==> config.mk <==
export PLATFORM = sky130hd
export DESIGN_NAME = control_mag_pwm
export DESIGN_NICKNAME = d
export VERILOG_FILES = /design/src/rtl/control_mag_pwm.sv
export SDC_FILE = /design/constraint.sdc
export NUM_CORES = 1
export LEC_CHECK = 0
export CAP_MARGIN = 30
export CORE_AREA = 3 3 57 59
export CTS_BUF_LIST = sky130_fd_sc_hd__clkbuf_2
export DETAILED_ROUTE_END_ITERATION = 16
export DIE_AREA = 0 0 60 62
export SETUP_SLACK_MARGIN = 0.3
export SLEW_MARGIN = 25
export SYNTH_ARGS = -nofsm -noshare
export SYNTH_HDL_FRONTEND = slang
export SYNTH_SLANG_ARGS = --single-unit
export TNS_END_PERCENT = 100
==> constraint.sdc <==
create_clock -name clk -period 2.3 [get_ports clk]
set_input_delay 0.575 -clock clk [delete_from_list [all_inputs] [get_ports clk]]
set_output_delay 0.575 -clock clk [all_outputs]
set_load 0.1 [all_outputs]
==> src/rtl/control_mag_pwm.sv <==
// Magnetron controller with a clocked IDLE/RUN/PAUSE state machine and
// slot-based duty cycling. Each frame is SLOTS slots of SLOT_CYCLES clocks;
// the magnetron is driven for the first pwr_q slots of every frame.
// The door interlock gates mag_on combinationally, so an opening door
// removes drive within the same cycle. The state moves to PAUSE at the next edge.
//
// Key inputs are active-low levels. A key acts once, on its falling edge,
// detected against a registered copy of the key. A key held low fires only once.
module control_mag_pwm #(
    parameter int SLOTS       = 10,
    parameter int SLOT_CYCLES = 100,
    parameter int PWR_W       = 4
) (
    input  logic             clk,
    input  logic             resetn,
    input  logic             startn,
    input  logic             stopn,
    input  logic             clearn,
    input  logic             door_closed,
    input  logic             timer_done,
    input  logic [PWR_W-1:0] power_level,
    output logic             mag_on,
    output logic             running,
    output logic             paused
);

    localparam int CYC_W = (SLOT_CYCLES > 1) ? $clog2(SLOT_CYCLES) : 1;
    localparam logic [CYC_W-1:0] CYC_LAST  = CYC_W'(SLOT_CYCLES - 1);
    localparam logic [PWR_W-1:0] SLOT_LAST = PWR_W'(SLOTS - 1);
    localparam logic [PWR_W-1:0] SLOTS_P   = PWR_W'(SLOTS);

    typedef enum logic [1:0] {
        IDLE  = 2'd0,
        RUN   = 2'd1,
        PAUSE = 2'd2
    } state_t;

    state_t           state;
    state_t           state_nx;
    logic             startn_q;
    logic             stopn_q;
    logic             clearn_q;
    logic             start_ev;
    logic             stop_ev;
    logic             clear_ev;
    logic             enter_run;
    logic [PWR_W-1:0] pwr_clamped;
    logic [PWR_W-1:0] pwr_q;
    logic [PWR_W-1:0] slot_idx;
    logic [CYC_W-1:0] cyc_cnt;

    assign start_ev    = ~startn & startn_q;
    assign stop_ev     = ~stopn  & stopn_q;
    assign clear_ev    = ~clearn & clearn_q;
    assign pwr_clamped = (power_level > SLOTS_P) ? SLOTS_P : power_level;
    assign enter_run   = (state_nx == RUN) && (state != RUN);

    // Key history: the previous level of each key, reset released (high).
    always_ff @(posedge clk or negedge resetn) begin
        if (!resetn) begin
            startn_q <= 1'b1;
            stopn_q  <= 1'b1;
            clearn_q <= 1'b1;
        end else begin
            startn_q <= startn;
            stopn_q  <= stopn;
            clearn_q <= clearn;
        end
    end

    // State register.
    always_ff @(posedge clk or negedge resetn) begin
        if (!resetn) begin
            state <= IDLE;
        end else begin
            state <= state_nx;
        end
    end

    // Next-state decode in priority order: clear, timer, door, stop, start.
    always_comb begin
        state_nx = state;
        if (clear_ev) begin
            state_nx = IDLE;
        end else if (timer_done && (state == RUN)) begin
            state_nx = IDLE;
        end else if (!door_closed && (state == RUN)) begin
            state_nx = PAUSE;
        end else if (stop_ev) begin
            state_nx = (state == RUN) ? PAUSE : IDLE;
        end else if (start_ev && door_closed && !timer_done && (state != RUN)) begin
            state_nx = RUN;
        end
    end

    // Slot/cycle counters and frame power. Every RUN entry starts a fresh
    // frame; the power level is only sampled at frame starts.
    always_ff @(posedge clk or negedge resetn) begin
        if (!resetn) begin
            slot_idx <= '0;
            cyc_cnt  <= '0;
            pwr_q    <= '0;
        end else if (enter_run) begin
            slot_idx <= '0;
            cyc_cnt  <= '0;
            pwr_q    <= pwr_clamped;
        end else if (state == RUN) begin
            if (cyc_cnt == CYC_LAST) begin
                cyc_cnt <= '0;
                if (slot_idx == SLOT_LAST) begin
                    slot_idx <= '0;
                    pwr_q    <= pwr_clamped;
                end else begin
                    slot_idx <= slot_idx + 1'b1;
                end
            end else begin
                cyc_cnt <= cyc_cnt + 1'b1;
            end
        end
    end

    // Outputs decoded from registers; the door gates drive without latency.
    always_comb begin
        running = (state == RUN);
        paused  = (state == PAUSE);
        mag_on  = (state == RUN) && (slot_idx < pwr_q) && door_closed;
    end

endmodule

* Word level (Yosys, flattened, before mapping)
Index checks and enable logic that the tools add are counted.
** Operators by class
- Multiply operators :: 0
- Shift operators :: 0
- Bitwise operators :: 6
- Muxes and demuxes :: 18
- Div/mod/pow operators :: 0
- $lt $le $gt $ge :: 2
- Reductions and logical operators :: 15
- Equality and inequality tests :: 6
- Add/sub/neg operators :: 2
** Operators with widths (count)
- 4-bit 2-to-1 mux :: 9
- 7-bit 2-to-1 mux :: 3
- 2-bit 2-to-1 mux :: 6
- 1-bit logical AND :: 8
- 7-bit by 1-bit adder with 7-bit output, second input constant :: 1
- 7-bit == test, second input constant :: 1
- 2-bit nonzero test :: 3
- 4-bit by 1-bit adder with 4-bit output, second input constant :: 1
- 2-bit by 1-bit == test with 1-bit output, second input constant :: 2
- 4-bit == test, second input constant :: 1
- 4-bit greater-than comparator, second input constant :: 1
- 4-bit less-than comparator :: 1
- 1-bit bitwise AND :: 3
- 1-bit NOT :: 3
- 3-bit AND reduction :: 1
- 2-bit == test, second input constant :: 1
- 1-bit logical NOT :: 2
- 2-bit by 1-bit != test with 1-bit output, second input constant :: 1
- 2-bit AND reduction :: 1
** Storage, ports and cells
- Memories :: 0
- ROM bits :: 0
- Latch bits :: 0
- Flip-flop bits (word level) :: 20
- Logic and storage cells :: 56
- Output and inout port bits :: 3
- Bits of input ports :: 11
- Bits in writable memories :: 0

* Longest topological paths before layout
- Depth in word-level cells :: 14
- Depth in mapped cells :: 7
- Gate-level depth less buffers :: 6

* Worst setup path after synthesis
No wires, ideal clock.
- Path type :: register -> output
- Start point :: register slot_idx[1]
- End point :: output port mag_on
- Buffers on the path :: 0
- Data arrival time :: 2.964 ns
- Slack :: -1.239 ns
- Cell stages (with the launch flop) :: 5
- Required time :: 1.725 ns
- Path through :: dfrtp_1 > ha_1 > a21o_1 > a21o_1 > a2111oi_2
** On the way
- Longest elaborated chain between the ends :: 3
** RTL lines
- start: declaration :: line 49 : logic [PWR_W-1:0] slot_idx;
- start signal: assignment :: line 114 : slot_idx <= slot_idx + 1'b1;
- 4-bit less-than comparator :: line 126 : mag_on = (state == RUN) && (slot_idx < pwr_q) && door_closed;
- 1-bit logical AND (2 in a row) :: line 126
- end: declaration :: line 22 : output logic mag_on,
No other way between the ends.

* Worst setup path in the final report
Ends and elaborated chain as after synthesis.

==> results.py <==
metrics = {
    "routing": {
        "ant_nets": 0,
        "drtIter0Drc": 25,
        "drc": 0,
        "vias": 872,
        "vias_per_cell": 5.55,
        "wl_microns": 2300,
        "post_drt_wl_per_cell_microns": 14.6,
        "drt_pass1_iterations": 4,
    },
    "worst_setup_path": {
        "critPathRequiredTime_ns": 1.73,
        "crit_fanout": 2,
        "end_kind": "output pin",
        "arrival_ns": 1.91,
        "worst_setup_path_start_kind": "flop",
        "worstSetupPathType": "reg2out",
    },
    "die": {
        "die_h_microns": 62,
        "die_w_microns": 60,
        "initial_core_util_pct": 40.6,
        "num_rows": 19,
        "dieArea_sq_mm": 0.00372,
        "io_pins": 14,
        "core_area_sq_mm": 0.00276,
    },
    "finish": {
        "drive_gt1_share_pct": 25.4,
        "design_area_sq_mm": 0.00139,
        "utilization_pct": 50.4,
        "diodes": 0,
        "final_nets": 144,
        "area_growth_pct": 24.3,
    },
    "synth": {
        "synthTopCellsByCount": "17 x dfrtp_1, 8 x nand2_1, 6 x ha_1, 6 x inv_1, 6 x nand3_1",
        "synth-seq-cells": 20,
        "synth_most_common_cell": "dfrtp_1",
        "yosys.area.top_type_share_pct": 38.0,
        "synth_area_leaders": "dfrtp_1 38%, dfstp_2 7.0%, ha_1 6.7%",
        "ys_seq_area_share_pct": 45.1,
        "synth_ff_type": "dfrtp_1",
        "yosysWarnings": 0,
        "syn-num-nets": 122,
        "synthCells": 105,
        "synth_top_cell_by_area": "dfrtp_1",
        "synth_edf_count": 0,
        "synthArstFlopShare_pct": 100,
        "syn-cell-area_sq_mm": 0.00112,
        "yosysUniqueCellTypes": 39,
        "avgSynthCellArea_sq_um": 10.7,
    },
    "global_route": {
        "track_usage_pct": 14.1,
        "antenna_found_initial": 0,
        "grt_pass1_vias": 827,
        "grt_overflow": 0,
        "grt_pass1_wl_microns": 3880,
        "grt_max_degree": 13,
    },
    "power_and_ir_drop": {
        "switching_share_pct": 35.9,
        "internal-power_w": 0.000625,
        "p_clk_share_pct": 16.4,
        "p_sw_w": 0.000350,
        "p_leak_nw": 0.601,
        "p_comb_share_pct": 30.4,
        "p_seq_share_pct": 53.2,
        "ir_drop_v": 0.000422,
        "power_density_mw_per_mm2": 701,
    },
    "cts": {
        "clockBufferDepth": 2,
        "h-tree-depth": 1,
        "cts.sinks": 20,
        "cts_tree": "done",
        "cts_buffers": 3,
        "clk-insertion-delay-late_ns": 0.33,
        "cts-root-buf": "clkbuf_2",
        "clkTransAtPathRegs_ns": 0.21,
        "holdBufCountCts": 0,
    },
    "sta": {
        "fin_ws_ns": -0.181,
        "worst_clock_skew_ns": 0.0188,
        "rsz0062_at_grt": "true",
        "min_period_ns": 2.48,
        "worstMarginPinSlew_ns": 0.523,
        "slew_viol_final": 0,
        "min_period_over_period_pct": 108,
        "setup_violations": 1,
        "hold_viol_final": 0,
        "clock.fmax_mhz": 403,
        "slew-limit-headroom_pct": 65.0,
        "holdWs_ns": 0.515,
    },
    "place": {
        "globalplace.congestion": 0.773,
        "post_dp_cell_area_sq_mm": 0.00134,
        "portBuffers": 13,
        "dp_hpwl_microns": 1710,
    },
    "hold_path": {
        "min_path_type": "reg2reg",
    },
    "run": {
        "maxCapViolations": 0,
    },
    "outcome": {
        "status": "finished, violations left",
        "failed_checks": "setup timing",
    },
}
final timing paths:
path                                  start     endpoint  slack, ns  cells past startpoint
worst max-delay path            slot_idx[1]       mag_on      -0.18                      5
worst min-delay path               pwr_q[3]     pwr_q[3]       0.52                      1
worst max register to register  slot_idx[1]     pwr_q[3]       0.57                      7
worst min register to register     pwr_q[3]     pwr_q[3]       0.52                      1
max in group asynchronous            resetn   cyc_cnt[1]       1.18                      2
min in group asynchronous            resetn  slot_idx[3]       0.55                      1
cell families (layout without fill, tap and decap cells):
kind of cell | Yosys count | count (layout) | synth area share, %
AO/OA/AOI/OAI | 30 | 30 | 20.8
buffers and inverters | 9 | 30 | 3.69
adder cells (fa/ha/maj) | 6 | 6 | 6.71
multiplexers | 5 | 5 | 4.70
flip-flops | 20 | 20 | 45.1
AND/OR/NAND/NOR | 35 | 35 | 19.0
metal layers:
metal / vias up / wire, microns / GRT usage (%)
met5: - / 0 / 0
met2: 11 / 1070 / 23.1
met4: 0 / 36 / 7.59
met3: 4 / 68 / 2.07
met1: 419 / 1130 / 17.9
li1: 438 / - / -
critical path: stages, from the launching register on:
cell and delay, ns:
dfrtp_1 0.46, ha_4 0.22, a21o_1 0.15, a21o_1 0.18
a2111oi_4 0.34, buf_12 0.22
power by group through the flow:
stage	registers (W)	logic [W]	clock network (W)
CTS	0.000516	0.000295	0.000171
global placement	0.000518	0.000285	0
floorplan	0.000501	0.000223	0
detailed placement	0.000522	0.000294	0
finish	0.000519	0.000297	0.000160
global route	0.000535	0.000330	0.000183
cell usage in the layout (no fill, tap or decap), types with 4 or more instances in the layout:
master / instances
nand2_1: 8
clkbuf_2: 4
nand2b_1: 4
inv_1: 5
buf_4: 7
o21ai_1: 5
dfrtp_1: 17
nand3_1: 6
a31oi_1: 4
ha_1: 5
clkdlybuf4s50_1: 10
final cells by class:
| type | instances | area, sq um |
|---|---|---|
| fill | 270 | 1370 |
| multi-input combinational | 76 | 603 |
| sequential | 20 | 504 |
| timing repair buffer | 19 | 193 |
| tap | 31 | 38.8 |
| inverter | 7 | 31.3 |
| clock buffer | 4 | 20.0 |
through the flow:
step	total power [W]	cells	worst slack [ns]	TNS (ns)
after floorplan	0.000724	105	-0.417	-0.417
after global placement	0.000803	152	0.0230	0
after detailed placement	0.000816	152	0.0281	0
after CTS	0.000983	157	-0.242	-0.242
after global routing	0.00105	157	-0.287	-0.287
final	0.000975	157	-0.181	-0.181
state kept, by name, indices dropped and copies added, names as in the netlist:
| name | flops |
|---|---|
| state | 2 |
| clearn_q | 1 |
| cyc_cnt | 7 |
| startn_q | 1 |
| slot_idx | 4 |
| pwr_q | 4 |
| stopn_q | 1 |
repair_timing:
action / in CTS / in global routing
gates resized for setup: 1 / 4
hold endpoints to repair: 0 / 0
setup endpoints to repair: 2 / 2
buffers inserted: 1 / 0
Note: power is estimated with default switching activity, not from simulation.
